### src/rtl/fsbm_pkg.sv
// fsbm_pkg: shared types, widths and result packing for the block-matching best-match stage
package fsbm_pkg;
  localparam int SAD_W = 16;
  localparam int MV_W = 4;
  localparam int SAD_OUT_W = 12;
  localparam int SER_LEN = 20;
  localparam int PACK_W = 2 * MV_W + SAD_OUT_W;
  typedef enum logic [1:0] {IDLE, SEARCH, LOAD, DRAIN} state_t;
  function automatic logic [PACK_W-1:0] pack(input logic [2*MV_W-1:0] mv, input logic [SAD_OUT_W-1:0] sad_sat);
    return {mv, sad_sat};
  endfunction
endpackage

### src/rtl/fsbm_min_tracker.sv
// fsbm_min_tracker: running minimum SAD and its index, with the post-update winner exposed saturated
module fsbm_min_tracker #(
  parameter int SAD_W = 16,
  parameter int IDX_W = 8,
  parameter int SAD_OUT_W = 12
) (
  input  logic                 clk,
  input  logic                 rst_n,
  input  logic                 clear,
  input  logic                 accept,
  input  logic [IDX_W-1:0]     idx,
  input  logic [SAD_W-1:0]     sad_in,
  output logic [IDX_W-1:0]     win_idx,
  output logic [SAD_OUT_W-1:0] win_sat
);
  logic [SAD_W-1:0] best_sad, win_sad;
  logic [IDX_W-1:0] best_idx;
  logic take;
  // strict less-than keeps the earliest candidate on ties
  assign take = accept && (idx == '0 || sad_in < best_sad);
  assign win_sad = take ? sad_in : best_sad;
  assign win_idx = take ? idx : best_idx;
  assign win_sat = |win_sad[SAD_W-1:SAD_OUT_W] ? '1 : win_sad[SAD_OUT_W-1:0];
  always_ff @(posedge clk or negedge rst_n) begin
    if (!rst_n) begin
      best_sad <= '1;
      best_idx <= '0;
    end else if (clear) begin
      best_sad <= '1;
      best_idx <= '0;
    end else begin
      best_sad <= win_sad;
      best_idx <= win_idx;
    end
  end
endmodule

### src/rtl/fsbm_best_match.sv
// fsbm_best_match: picks the minimum-SAD candidate of a full search, packs it and loads the serializer
module fsbm_best_match #(
  parameter int SAD_W = fsbm_pkg::SAD_W,
  parameter int MV_W = fsbm_pkg::MV_W,
  parameter int SAD_OUT_W = fsbm_pkg::SAD_OUT_W,
  parameter int SER_LEN = fsbm_pkg::SER_LEN
) (
  input  logic                          clk,
  input  logic                          rst_n,
  input  logic                          start,
  input  logic                          sad_valid,
  input  logic [SAD_W-1:0]              sad_in,
  output logic                          sad_ready,
  output logic [2*MV_W+SAD_OUT_W-1:0]   data_raw,
  output logic                          en_input,
  output logic                          busy,
  output logic                          done
);
  import fsbm_pkg::*;
  localparam int IDX_W = 2 * MV_W;
  localparam int DC_W = $clog2(SER_LEN);
  state_t state, state_nxt;
  logic [IDX_W-1:0] idx, win_idx;
  logic [SAD_OUT_W-1:0] win_sat;
  logic [DC_W-1:0] dcnt;
  logic accept, last, drain_end;
  assign accept = sad_valid && state == SEARCH;
  assign last = accept && &idx;
  assign drain_end = state == DRAIN && dcnt == DC_W'(SER_LEN - 1);
  fsbm_min_tracker #(.SAD_W(SAD_W), .IDX_W(IDX_W), .SAD_OUT_W(SAD_OUT_W)) u_min (
    .clk(clk),
    .rst_n(rst_n),
    .clear(state == IDLE),
    .accept(accept),
    .idx(idx),
    .sad_in(sad_in),
    .win_idx(win_idx),
    .win_sat(win_sat)
  );
  always_ff @(posedge clk or negedge rst_n) begin
    if (!rst_n) state <= IDLE;
    else state <= state_nxt;
  end
  always_comb begin
    state_nxt = state;
    case (state)
      IDLE:    state_nxt = start ? SEARCH : IDLE;
      SEARCH:  state_nxt = last ? LOAD : SEARCH;
      LOAD:    state_nxt = DRAIN;
      DRAIN:   state_nxt = drain_end ? IDLE : DRAIN;
      default: state_nxt = IDLE;
    endcase
  end
  always_comb begin
    sad_ready = state == SEARCH;
    en_input = state == LOAD;
    busy = state != IDLE;
    done = drain_end;
  end
  // the winner is packed from the post-update best so the final candidate counts
  always_ff @(posedge clk or negedge rst_n) begin
    if (!rst_n) begin
      idx <= '0;
      dcnt <= '0;
      data_raw <= '0;
    end else begin
      idx <= state == SEARCH ? idx + IDX_W'(accept) : '0;
      dcnt <= state == DRAIN ? dcnt + 1'b1 : '0;
      if (last) data_raw <= pack(win_idx, win_sat);
    end
  end
endmodule
### config.mk
export PLATFORM = sky130hd
export DESIGN_NAME = fsbm_best_match
export DESIGN_NICKNAME = d
export VERILOG_FILES = /design/src/rtl/fsbm_pkg.sv /design/src/rtl/fsbm_min_tracker.sv /design/src/rtl/fsbm_best_match.sv
export SDC_FILE = /design/constraint.sdc
export NUM_CORES = 1
export LEC_CHECK = 0
export ABC_AREA = 1
export CORE_MARGIN = 2
export CORE_UTILIZATION = 35
export CTS_BUF_LIST = sky130_fd_sc_hd__clkbuf_4
export DETAILED_ROUTE_END_ITERATION = 6
export GPL_TIMING_DRIVEN = 0
export PLACE_DENSITY = 0.61
export SYNTH_ARGS = -nofsm -noshare
export SYNTH_HDL_FRONTEND = slang
export SYNTH_HIERARCHICAL = 1
export SYNTH_SLANG_ARGS = --single-unit
### constraint.sdc
create_clock -name clk -period 3.11 [get_ports clk]
set_clock_uncertainty 0.1 [all_clocks]
set_input_delay 0.622 -clock clk [delete_from_list [all_inputs] [get_ports clk]]
set_output_delay 0.622 -clock clk [all_outputs]
set_load 0.005 [all_outputs]
==> implementation parameters <==
Parameter                              Value

Critical path
  Count of cells along the worst register-to-register path ... 15
  CP Buf/Inv Count ... 2
  WP depth ... 15
  Setup crit end kind ... register
  Maximum net fanout on the critical path ... 10
  Arrival time at the worst endpoint ... just under 3000 ps
  Cell breakdown of the critical path ... clkdlybuf4s50_1, ha_1, a21oi_1, nor2_1, nor3_1, nand2_1, nand2_1, nand2_1, nand2_4, nand2_4, buf_2, o21ai_0, nand3_1, nor2_1, nor2_1
  Beginning of the critical path ... sad_in[5]
  Capture instance of the worst register-to-register path ... data_raw[3]$_DFFE_PN0P_
  Critical path class ... in2reg
  Largest delay contributor family on the critical path ... simple AND/OR/NAND/NOR gates
  Setup crit end ... data_raw[3]$_DFFE_PN0P_
  Minimum setup slack among reg-to-reg paths ... approximately 440 ps
  Worst r2r src ... u_min/best_sad[5]$_DFF_PN1_
  Launching element type of the critical path ... primary input
  Crit path required time ... between 3000 and 4000 ps
  Crit path max-delay cell type ... clkdlybuf4s50_1
  Delay contributed by the slowest stage of the critical path ... approximately 440 ps

Yosys
  Post-synthesis register bit count ... slightly below 60
  Post-synthesis cell area ... between 3000 and 4000 um2
  Number of nets produced by synthesis ... roughly 460
  Avg Cell Area, Syn ... about 7.6 um2
  Seq/Total Area, Yosys ... 46.5%
  Number of library cell types mapped by synthesis ... 25
  Synth Instances ... ~420
  Warnings from Yosys ... 6

Finish
  Final cell utilization of the core ... 44.6%
  Post-route standard cell area excluding fillers ... 3930 um2
  Number of antenna cells inserted ... 0
  Area growth from synthesis to final layout ... 22.1%
  Number of nets at the end of the flow ... just over 500
  Layout cells sized above 1 ... between 10% and 20%

Global route
  Number of global-route vias before repair ... approximately 2700
  Maximum number of pins on one net before global-route repair ... 40
  GRT Residual Overflow ... 0
  Total global routing track utilization ... between 10% and 20%
  Initial antenna violation count ... 0
  First-pass GRT wire length ... around 12000 um

Die
  Number of I/O pins ... between 40 and 50
  Area of the core ... a little under 9000 um2
  Height of the die ... 99.9 um
  Number of placement rows ... 34
  Area of the die ... 9970 um2
  Initial Util ... roughly 37%
  Die outline width ... about 100 um

Route
  Remaining antenna violation count ... 0
  Routed wirelength normalized by instance count ... 11.7 um
  Starting DRC count in detailed routing ... about 130
  Met3 routed wirelength ... 351 um
  Number of remaining DRC errors ... 0
  Vias ... 2637
  Routed length on met1 ... 3400 um
  Detailed-router iteration count before antenna repair ... 6
  Final routed wirelength across all metal layers ... around 6900 um
  Uppermost layer routed ... met4
  Vias per cell ... ~4.5
  Total met2 wirelength after detailed routing ... around 3100 um

STA
  Final min period ... approximately 2800 ps
  Setup total negative slack ... 0 ps
  Final Slew Violations ... 0
  Worst max-slew margin expressed relative to the limit ... ~65%
  Actual slew at the worst max-slew pin ... roughly 520 ps
  Period utilisation layout ... roughly 90%
  Final hold violation count ... 0
  RSZ-0062 raised after global routing ... false
  Count of final setup violators ... 0
  Setup slack after layout ... about 300 ps
  Achievable clock frequency ... about 0.36 GHz

Place
  Hpwl dp ... around 5000 um
  IO Port Bufs ... 43
  Worst slack at placement ... -98.2 ps
  Post-placement cell area ... around 3800 um2
  Final weighted congestion in routability-driven placement ... roughly 0.8

Clock tree
  Post-cts resize count ... 0
  Clock Sinks ... 59
  CTS Buf Count ... 9
  Latest clock arrival within the worst-skew pair ... 390 ps
  Root buffer cell ... clkbuf_4
  Cts-stage hold buffer count ... 0
  Number of H-tree branching levels ... 3
  TritonCTS clock tree ... yes
  Clock-pin slew of the registers on the worst-case setup and hold paths ... 110 ps
  Post-CTS setup buffer count ... 0
  Max clock buf depth ... 2

Pwr
  Worst ir drop on vdd ... approximately 0.32 mV
  Cell Pwr Density ... 673 nW/um2
  LEAKAGE ... roughly 2.2 nW
  Power Total ... roughly 0.0026 W

Outcome
  Status ... completed

Worst hold path
  Worst min path class ... in2async

Flow run
  Max-Cap Viols ... 0
[Yosys cell counts]
| cell | count | share of area, % |
|---|---|---|
| inv_1 | 91 | 11 |
| nand2_1 | 91 | 11 |
| nor2_1 | 68 | 7.9 |
| dfrtp_1 | 43 | 33 |
| nand3_1 | 27 | 4.2 |
| o21ai_0 | 21 | 3.3 |
| ha_1 | 17 | 6.6 |
| dfstp_2 | 16 | 13 |
| a21oi_1 | 12 | 1.9 |
| nor3_1 | 6 | 0.93 |
| buf_2 | 5 | 0.78 |
| buf_6 | 4 | 1.4 |
| nor3b_1 | 3 | 0.70 |
| o21ai_1 | 3 | 0.47 |
| clkbuf_1 | 2 | 0.23 |
| nand2_2 | 2 | 0.39 |
| nand2_4 | 2 | 0.70 |
| nand3_2 | 2 | 0.62 |
| nor2_4 | 2 | 0.70 |
| nor4_1 | 2 | 0.39 |
| a21o_1 | 1 | 0.23 |
| buf_4 | 1 | 0.23 |
| inv_2 | 1 | 0.12 |
| nor2_2 | 1 | 0.19 |
| xor2_1 | 1 | 0.27 |
[cell families (layout without fill, tap and decap cells)]
kind of cell / count (synthesis) / count (layout) / share of synthesized area [%]
flops: 59 / 59 / 46.5
simple gates: 206 / 206 / 27.4
xor+xnor: 1 / 1 / 0.272
buf+inv: 104 / 164 / 13.4
fa+ha+maj: 17 / 17 / 6.61
compound gates: 37 / 37 / 5.83
[how the worst min path moves through the flow]
stage / start / to / slack [ps] / depth (start not counted)
6_report: rst_n / data_raw[7]$_DFFE_PN0P_ / 90 / 1
3_5_place_dp: dcnt[0]$_DFF_PN0_ / dcnt[0]$_DFF_PN0_ / 360 / 1
5_1_grt: rst_n / data_raw[7]$_DFFE_PN0P_ / 90 / 1
2_1_floorplan: rst_n / data_raw[0]$_DFFE_PN0P_ / 230 / 0
4_1_cts: rst_n / data_raw[7]$_DFFE_PN0P_ / 70 / 1
3_3_place_gp: dcnt[0]$_DFF_PN0_ / dcnt[0]$_DFF_PN0_ / 350 / 1
[report_power, final]
part           internal (W)  switching [W]  total, W
Clock              0.000248       0.000285  0.000533
Sequential          0.00102      0.0000862   0.00110
Combinational      0.000371       0.000636   0.00101
Total               0.00164        0.00101   0.00264
[layout make-up]
cell class,instances,area (um2)
fillers,894,4880
flip-flops and latches,59,1500
multi-input cells,261,1290
repair buffers,44,445
inverters,92,345
well taps,108,135
plain buffers,12,85.1
clock buffers,10,75.1
clock inverters,6,56.3
[registers in the layout, indices dropped and copies added (netlist names)]
name            count
u_min/best_sad     16
state               2
dcnt                5
u_min/best_idx      8
idx                 8
data_raw           20
[cell usage in the layout, fill, tap and decap left out, types with 2 or more instances in the layout]
cell type | Yosys | layout
dfstp_2 | 16 | 16
nand2_4 | 2 | 2
nor3b_1 | 3 | 3
nand3_2 | 2 | 2
nor4_1 | 2 | 2
ha_1 | 17 | 17
o21ai_0 | 21 | 21
clkdlybuf4s50_1 | 0 | 42
dfrtp_1 | 43 | 43
nor3_1 | 6 | 6
nand2_2 | 2 | 2
o21ai_1 | 3 | 3
clkinv_2 | 0 | 3
nor2_1 | 68 | 68
clkbuf_4 | 0 | 10
nand3_1 | 27 | 27
inv_1 | 91 | 91
buf_6 | 4 | 4
clkbuf_1 | 2 | 2
nand2_1 | 91 | 91
nor2_4 | 2 | 2
a21oi_1 | 12 | 12
buf_2 | 5 | 6
[per-stage QoR]
stage,cells,hold WS [ps]
after CTS,592,74.1
final,592,88.1
after detailed placement,576,356
after floorplan,424,226
after global placement,575,348
after global routing,592,92.2
[routing by layer]
layer / vias up / global-route usage [%]
met4: 0 / 4.00
li1: 1387 / -
met5: - / 0
met1: 1200 / 20.8
met3: 5 / 4.74
met2: 45 / 24.6
(Power assumes the default switching activity.)
